`src/rtl/sram_port0_ctrl.sv`:
```
`default_nettype none
// +--------------------------------------------------------------------------+
// | Module   : sram_port0_ctrl                                               |
// | Purpose  : Single-clock initiator for the 1RW port (port 0) of an        |
// |            OpenRAM SRAM macro. Turns valid/ready requests into timed     |
// |            csb0/web0/addr0/din0 cycles and returns read data on a fixed  |
// |            2-cycle response strobe.                                      |
// | Option   : SRAM_CTRL_INIT_EN - when defined, a post-reset sweep writes   |
// |            INIT_VALUE to every word before traffic is accepted.          |
// | Ports    : clk0/rstb0         clock, synchronous active-low reset        |
// |            req_valid/req_ready/req_we/req_addr/req_wdata  request side   |
// |            rsp_valid/rsp_data response strobe and captured read data     |
// |            init_done          high once the controller is in RUN         |
// |            csb0/web0/addr0/din0/dout0  SRAM port 0 pins                  |
// | Revision : 1.0 - initial release                                         |
// +--------------------------------------------------------------------------+
module sram_port0_ctrl #(
  parameter int unsigned           DATA_WIDTH = 8,
  parameter int unsigned           ADDR_WIDTH = 10,
  parameter logic [DATA_WIDTH-1:0] INIT_VALUE = {DATA_WIDTH{1'b0}}
) (
  input  logic                  clk0,
  input  logic                  rstb0,
  input  logic                  req_valid,
  output logic                  req_ready,
  input  logic                  req_we,
  input  logic [ADDR_WIDTH-1:0] req_addr,
  input  logic [DATA_WIDTH-1:0] req_wdata,
  output logic                  rsp_valid,
  output logic [DATA_WIDTH-1:0] rsp_data,
  output logic                  init_done,
  output logic                  csb0,
  output logic                  web0,
  output logic [ADDR_WIDTH-1:0] addr0,
  output logic [DATA_WIDTH-1:0] din0,
  input  logic [DATA_WIDTH-1:0] dout0
);

  // All outputs come straight from flops.
  logic                  csb0_q, csb0_d;
  logic                  web0_q, web0_d;
  logic [ADDR_WIDTH-1:0] addr0_q, addr0_d;
  logic [DATA_WIDTH-1:0] din0_q, din0_d;
  logic                  req_ready_q, req_ready_d;
  logic                  init_done_q, init_done_d;
  logic                  rsp_valid_q, rsp_valid_d;
  logic [DATA_WIDTH-1:0] rsp_data_q, rsp_data_d;
  // Bit 0: read pins driven this cycle; bit 1: SRAM sampled the read, dout0
  // settles in this cycle and is captured at the following edge.
  logic [1:0]            rd_pipe_q, rd_pipe_d;
  logic                  w_run;
  logic                  w_accept;

`ifdef SRAM_CTRL_INIT_EN
  typedef enum logic [0:0] {
    ST_INIT = 1'b0,
    ST_RUN  = 1'b1
  } state_t;

  localparam logic [ADDR_WIDTH-1:0] c_addr_last = {ADDR_WIDTH{1'b1}};
  localparam logic [ADDR_WIDTH-1:0] c_addr_one  = {{(ADDR_WIDTH-1){1'b0}}, 1'b1};

  state_t                state_q, state_d;
  logic [ADDR_WIDTH-1:0] cnt_q, cnt_d;

  assign w_run = (state_q == ST_RUN);
`else
  assign w_run = 1'b1;
`endif

  // req_ready_q is only ever set in RUN, so it alone qualifies an accept.
  assign w_accept = req_valid && req_ready_q;

  always_comb begin
    csb0_d      = 1'b1;
    web0_d      = 1'b1;
    addr0_d     = addr0_q;
    din0_d      = din0_q;
    req_ready_d = w_run;
    init_done_d = w_run;
    rd_pipe_d   = {rd_pipe_q[0], w_accept && !req_we};
    rsp_valid_d = rd_pipe_q[1];
    // dout0 is X right after each posedge except when a read has settled,
    // so it is only looked at on the capture edge.
    rsp_data_d  = rd_pipe_q[1] ? dout0 : rsp_data_q;
`ifdef SRAM_CTRL_INIT_EN
    state_d     = state_q;
    cnt_d       = cnt_q;
    if (state_q == ST_INIT) begin
      csb0_d  = 1'b0;
      web0_d  = 1'b0;
      addr0_d = cnt_q;
      din0_d  = INIT_VALUE;
      // Leave on the last address instead of wrapping the counter.
      if (cnt_q == c_addr_last) begin
        state_d = ST_RUN;
      end else begin
        cnt_d = cnt_q + c_addr_one;
      end
    end else
`endif
    if (w_accept) begin
      csb0_d  = 1'b0;
      web0_d  = !req_we;
      addr0_d = req_addr;
      din0_d  = req_wdata;
    end
  end

  always_ff @(posedge clk0) begin
    if (!rstb0) begin
      csb0_q      <= 1'b1;
      web0_q      <= 1'b1;
      addr0_q     <= '0;
      din0_q      <= '0;
      req_ready_q <= 1'b0;
      init_done_q <= 1'b0;
      rsp_valid_q <= 1'b0;
      rsp_data_q  <= '0;
      rd_pipe_q   <= 2'b00;
`ifdef SRAM_CTRL_INIT_EN
      state_q     <= ST_INIT;
      cnt_q       <= '0;
`endif
    end else begin
      csb0_q      <= csb0_d;
      web0_q      <= web0_d;
      addr0_q     <= addr0_d;
      din0_q      <= din0_d;
      req_ready_q <= req_ready_d;
      init_done_q <= init_done_d;
      rsp_valid_q <= rsp_valid_d;
      rsp_data_q  <= rsp_data_d;
      rd_pipe_q   <= rd_pipe_d;
`ifdef SRAM_CTRL_INIT_EN
      state_q     <= state_d;
      cnt_q       <= cnt_d;
`endif
    end
  end

  assign csb0      = csb0_q;
  assign web0      = web0_q;
  assign addr0     = addr0_q;
  assign din0      = din0_q;
  assign req_ready = req_ready_q;
  assign init_done = init_done_q;
  assign rsp_valid = rsp_valid_q;
  assign rsp_data  = rsp_data_q;

endmodule
`default_nettype wire

```
`config.mk`:
```
export PLATFORM = sky130hd
export DESIGN_NAME = sram_port0_ctrl
export DESIGN_NICKNAME = d
export VERILOG_FILES = /design/src/rtl/sram_port0_ctrl.sv
export SDC_FILE = /design/constraint.sdc
export NUM_CORES = 1
export LEC_CHECK = 0
export ABC_AREA = 1
export CAP_MARGIN = 10
export CORE_MARGIN = 1.5
export CORE_UTILIZATION = 41
export CTS_CLUSTER_DIAMETER = 80
export CTS_CLUSTER_SIZE = 28
export DETAILED_ROUTE_END_ITERATION = 6
export GPL_ROUTABILITY_DRIVEN = 0
export GPL_TIMING_DRIVEN = 0
export PLACE_DENSITY_LB_ADDON = 0.25
export REMOVE_ABC_BUFFERS = 1
export SYNTH_ARGS = -nofsm -noshare
export SYNTH_HDL_FRONTEND = slang
export SYNTH_SLANG_ARGS = --single-unit
```
`constraint.sdc`:
```
create_clock -name clk0 -period 1.5 [get_ports clk0]
set_input_delay 0.225 -clock clk0 [delete_from_list [all_inputs] [get_ports clk0]]
set_output_delay 0.225 -clock clk0 [all_outputs]
set_load 0.03 [all_outputs]
```
* After elaboration in Yosys (flattened, before gate mapping)
Index checks and enable logic that the tools add are counted.
** Cells by class
- Mux-type cells :: 2
- Reductions and logical operators :: 4
** Operators with widths (number)
- logical AND 1 bit :: 2
- 2-to-1 mux 1 bit :: 2
- AND reduction 2 bit :: 1
- zero test 1 bit :: 1
** Word-level totals
- Register bits after elaboration :: 32
- Output and inout bits :: 31
- Word-level logic and storage cells :: 14

* Longest topological paths before layout
- Depth in word-level cells :: 2
- Gate-level depth with buffers :: 4
- Depth with buffers taken out :: 3

* Least setup slack after synthesis
OpenSTA, ideal clock, no wires.
- Path type :: register to register
- Start point :: register, netlist name init_done
- End point :: register addr0_q[0] (netlist: addr0[0])
- Setup slack :: 0.378 ns
- Setup time :: 0.114 ns
- Arrival time :: 1.008 ns
- Stages on the path, launching flop included :: 5
- Buffers on the path :: 1
- Data required time :: 1.386 ns
- Cell sequence :: dfxtp_1 nand2_2 buf_4 nand3_1 nand2_1
** RTL lines
- to (signal assigned) :: line 128 : addr0_q <= addr0_d;
- to (decl) :: line 42 : logic [ADDR_WIDTH-1:0] addr0_q, addr0_d;

* Worst setup path in the final report
- Start point :: input req_valid
- End point :: register din0_q[6] (netlist: din0[6])
** Between the ends
- Word-level cells in the longest chain between the ends :: 1
** Ends and longest elaborated chain
- from (decl) :: line 24 : input logic req_valid,
- logical AND 1 bit :: line 72 : assign w_accept = req_valid && req_ready_q;
- to (signal assigned) :: line 129 : din0_q <= din0_d;
- to (decl) :: line 43 : logic [DATA_WIDTH-1:0] din0_q, din0_d;
Every way passes these cells.
A chain may end at the register's enable or synchronous reset.

==> impl_metrics.tcl <==
set metrics [dict create \
    slowest_stage "dlygate4sd2_1" \
    grt_pass1_vias 1075 \
    drt_iter0_drc 17 \
    synth.mux.area_fraction_pct 0 \
    rows 18 \
    cp_slowest_stage_delay_ns 0.68 \
    top_level_ports 61 \
    crit_chain "dlygate4sd2_1 -> nand2_2 -> nand3_1 -> nand2_1" \
    antenna_found_initial 0 \
    first_pass_iters 4 \
    drv_slew 0 \
    synth_area_leaders "dfxtp_1 56%, nand4_1 10%, nand3_1 8.4%" \
    clk_latency_ns 0.32 \
    grt_util_all_layers_pct 18.8 \
    clock_sinks 32 \
    fin_area_sq_mm 0.00174 \
    synthXorXnorAreaFrac_pct 0 \
    synth_top_family_by_area "simple AND/OR/NAND/NOR gates" \
    overflow 0 \
    worstPathBufferInverterCount 1 \
    clockBufferDepth 2 \
    critPathTopFamily "buffers and inverters" \
    htreeDepth 2 \
    dpl.cell_count 210 \
    fmax_mhz 757 \
    skew_ns 0.00483 \
    start_util_pct 44.6 \
    die_w_um 55.6 \
    ant_nets 0 \
    grt_pass1_wl_um 4640 \
    yosysTopAreaCell "dfxtp_1" \
    synthAdderAreaFrac_pct 0 \
    path_class "primary input to flip-flop" \
    drc 0 \
    yosys.area_share.simple_pct 31.6 \
    finalWorstSetupSlack_ns 0.180 \
    instances_no_fill 218 \
    drv_cap 0 \
    wl_um 2740 \
    crit_fanout 21 \
    worstMarginPinSlew_ns 0.808 \
    p_leak_uw 0.000887 \
    tritoncts "built" \
    arrival_ns 1.54 \
    cts_hold_buf 0 \
    yosys.area.top_type_share_pct 56.4 \
    io_buffers 60 \
    fin_tns_setup_ns 0 \
    setup_viol 0 \
    vias 1101 \
    hold_violations 0 \
    synth_compound_area_share_pct 3.52 \
    postCtsSetupRepairBufs 0 \
    die_area_sq_mm 0.00310 \
    numCtsBuffers 5 \
    ir_drop_uv 1130 \
    synth-seq-area-share_pct 56.4 \
    slew_headroom_pct 46.1 \
    ys_types 12 \
    drive_above_1_share_pct 6.91 \
    root_buffer "clkbuf_4" \
    cts_resized 34 \
    avgSynthCellArea_sq_um 8.67 \
    place_hpwl_um 2030 \
    synthCells 131 \
    syn_to_final_growth_pct 53.4 \
    viasPerCell 5.05 \
    place_ws_ns -0.459 \
    core_sq_mm 0.00254 \
    rsz0062_at_grt "false" \
    synth-seq-cells 32 \
    netlist_area_sq_mm 0.00114 \
    diodes 0 \
    placed_cell_area_sq_mm 0.00170 \
    crit_required_ns 1.72 \
    die_h_um 55.6 \
    start_kind "primary input" \
    ys_warn_count 0 \
    fin_crit_ns 1.32 \
    path_clk_slew_ns 0.10 \
    grt_max_degree 26 \
    drt-wirelength-per-cell_um 12.6 \
    status "finished, final reports clean" \
    fin_crit_sh_pct 88.0 \
    pwr_density_cell_mw_per_mm2 1030 \
    end_kind "flip-flop" \
    hp-class "flip-flop to flip-flop" \
    finalNetCount 217 \
]
stage by stage:
stage | hold slack, ns | total power [uW] | utilization (%)
after floorplan | 0.253 | 1020 | -
after global placement | 0.393 | 1190 | 66.4
after detailed placement | 0.397 | 1200 | 67.0
after CTS | 0.422 | 1800 | 68.7
after global routing | 0.447 | 1870 | 68.5
final | 0.423 | 1790 | 68.5
worst reg2reg max path, cell delays in order (launching register included):
cell     delay, ns
dfxtp_4       0.51
nand2_2       0.27
nand3_1       0.19
nand2_1       0.06
per-layer routing:
layer / track usage, % / routed length [um] / up-vias
li1: - / - / 561
met1: 21.9 / 1170 / 494
met2: 30.1 / 1310 / 37
met3: 7.44 / 198 / 9
met4: 8.71 / 61 / 0
met5: 0 / 0 / -
synthesized netlist by cell type (all sizes together):
cell type	n
buf	11
clkbuf	1
dfxtp	32
inv	3
nand2	21
nand3	19
nand4	19
nor2	17
o21ai	8
layout by cell type (no fill, tap or decap), types with 2 or more instances in the layout:
cell type / n
clkbuf_2: 2
o21ai_0: 8
nand4_1: 19
dlygate4sd2_1: 30
clkdlybuf4s50_1: 27
nor2_1: 17
clkbuf_4: 5
nand2_1: 20
inv_1: 3
dfxtp_1: 31
nand3_1: 19
cell type report:
cell class,count,area [sq um]
Sequential cell,32,644
Fill cell,227,802
Inverter,3,11.3
Clock buffer,5,37.5
Multi-Input combinational cell,84,399
Timing Repair Buffer,61,571
Tap cell,30,37.5
Clock inverter,3,42.5
where the power goes:
group	internal, uW	leakage [uW]	switching (uW)	total (uW)
clock	347	0.0000412	289	636
combinational	113	0.000585	137	250
sequential	881	0.000262	23.4	905
worst paths after layout:
| kind | from | endpoint | slack, ns | cells after the start |
|---|---|---|---|---|
| worst max-delay path | req_valid | din0[6] | 0.18 | 4 |
| worst min-delay path | rd_pipe_q[0] | rd_pipe_q[1] | 0.42 | 2 |
| worst max register to register | init_done | din0[6] | 0.37 | 3 |
| worst min register to register | rd_pipe_q[0] | rd_pipe_q[1] | 0.42 | 2 |
registers in the layout (all words and copies together), names as in the netlist:
register	flops
addr0	10
din0	8
rsp_data	8
rd_pipe_q	2
csb0	1
init_done	1
rsp_valid	1
web0	1
cell families after synthesis:
| family | count (synthesis) |
|---|---|
| DFF | 32 |
| AOI/OAI and AO/OA | 8 |
| and+or+nand+nor | 76 |
| buffers and inverters | 15 |
No activity file was read; power rests on OpenSTA's default activity.
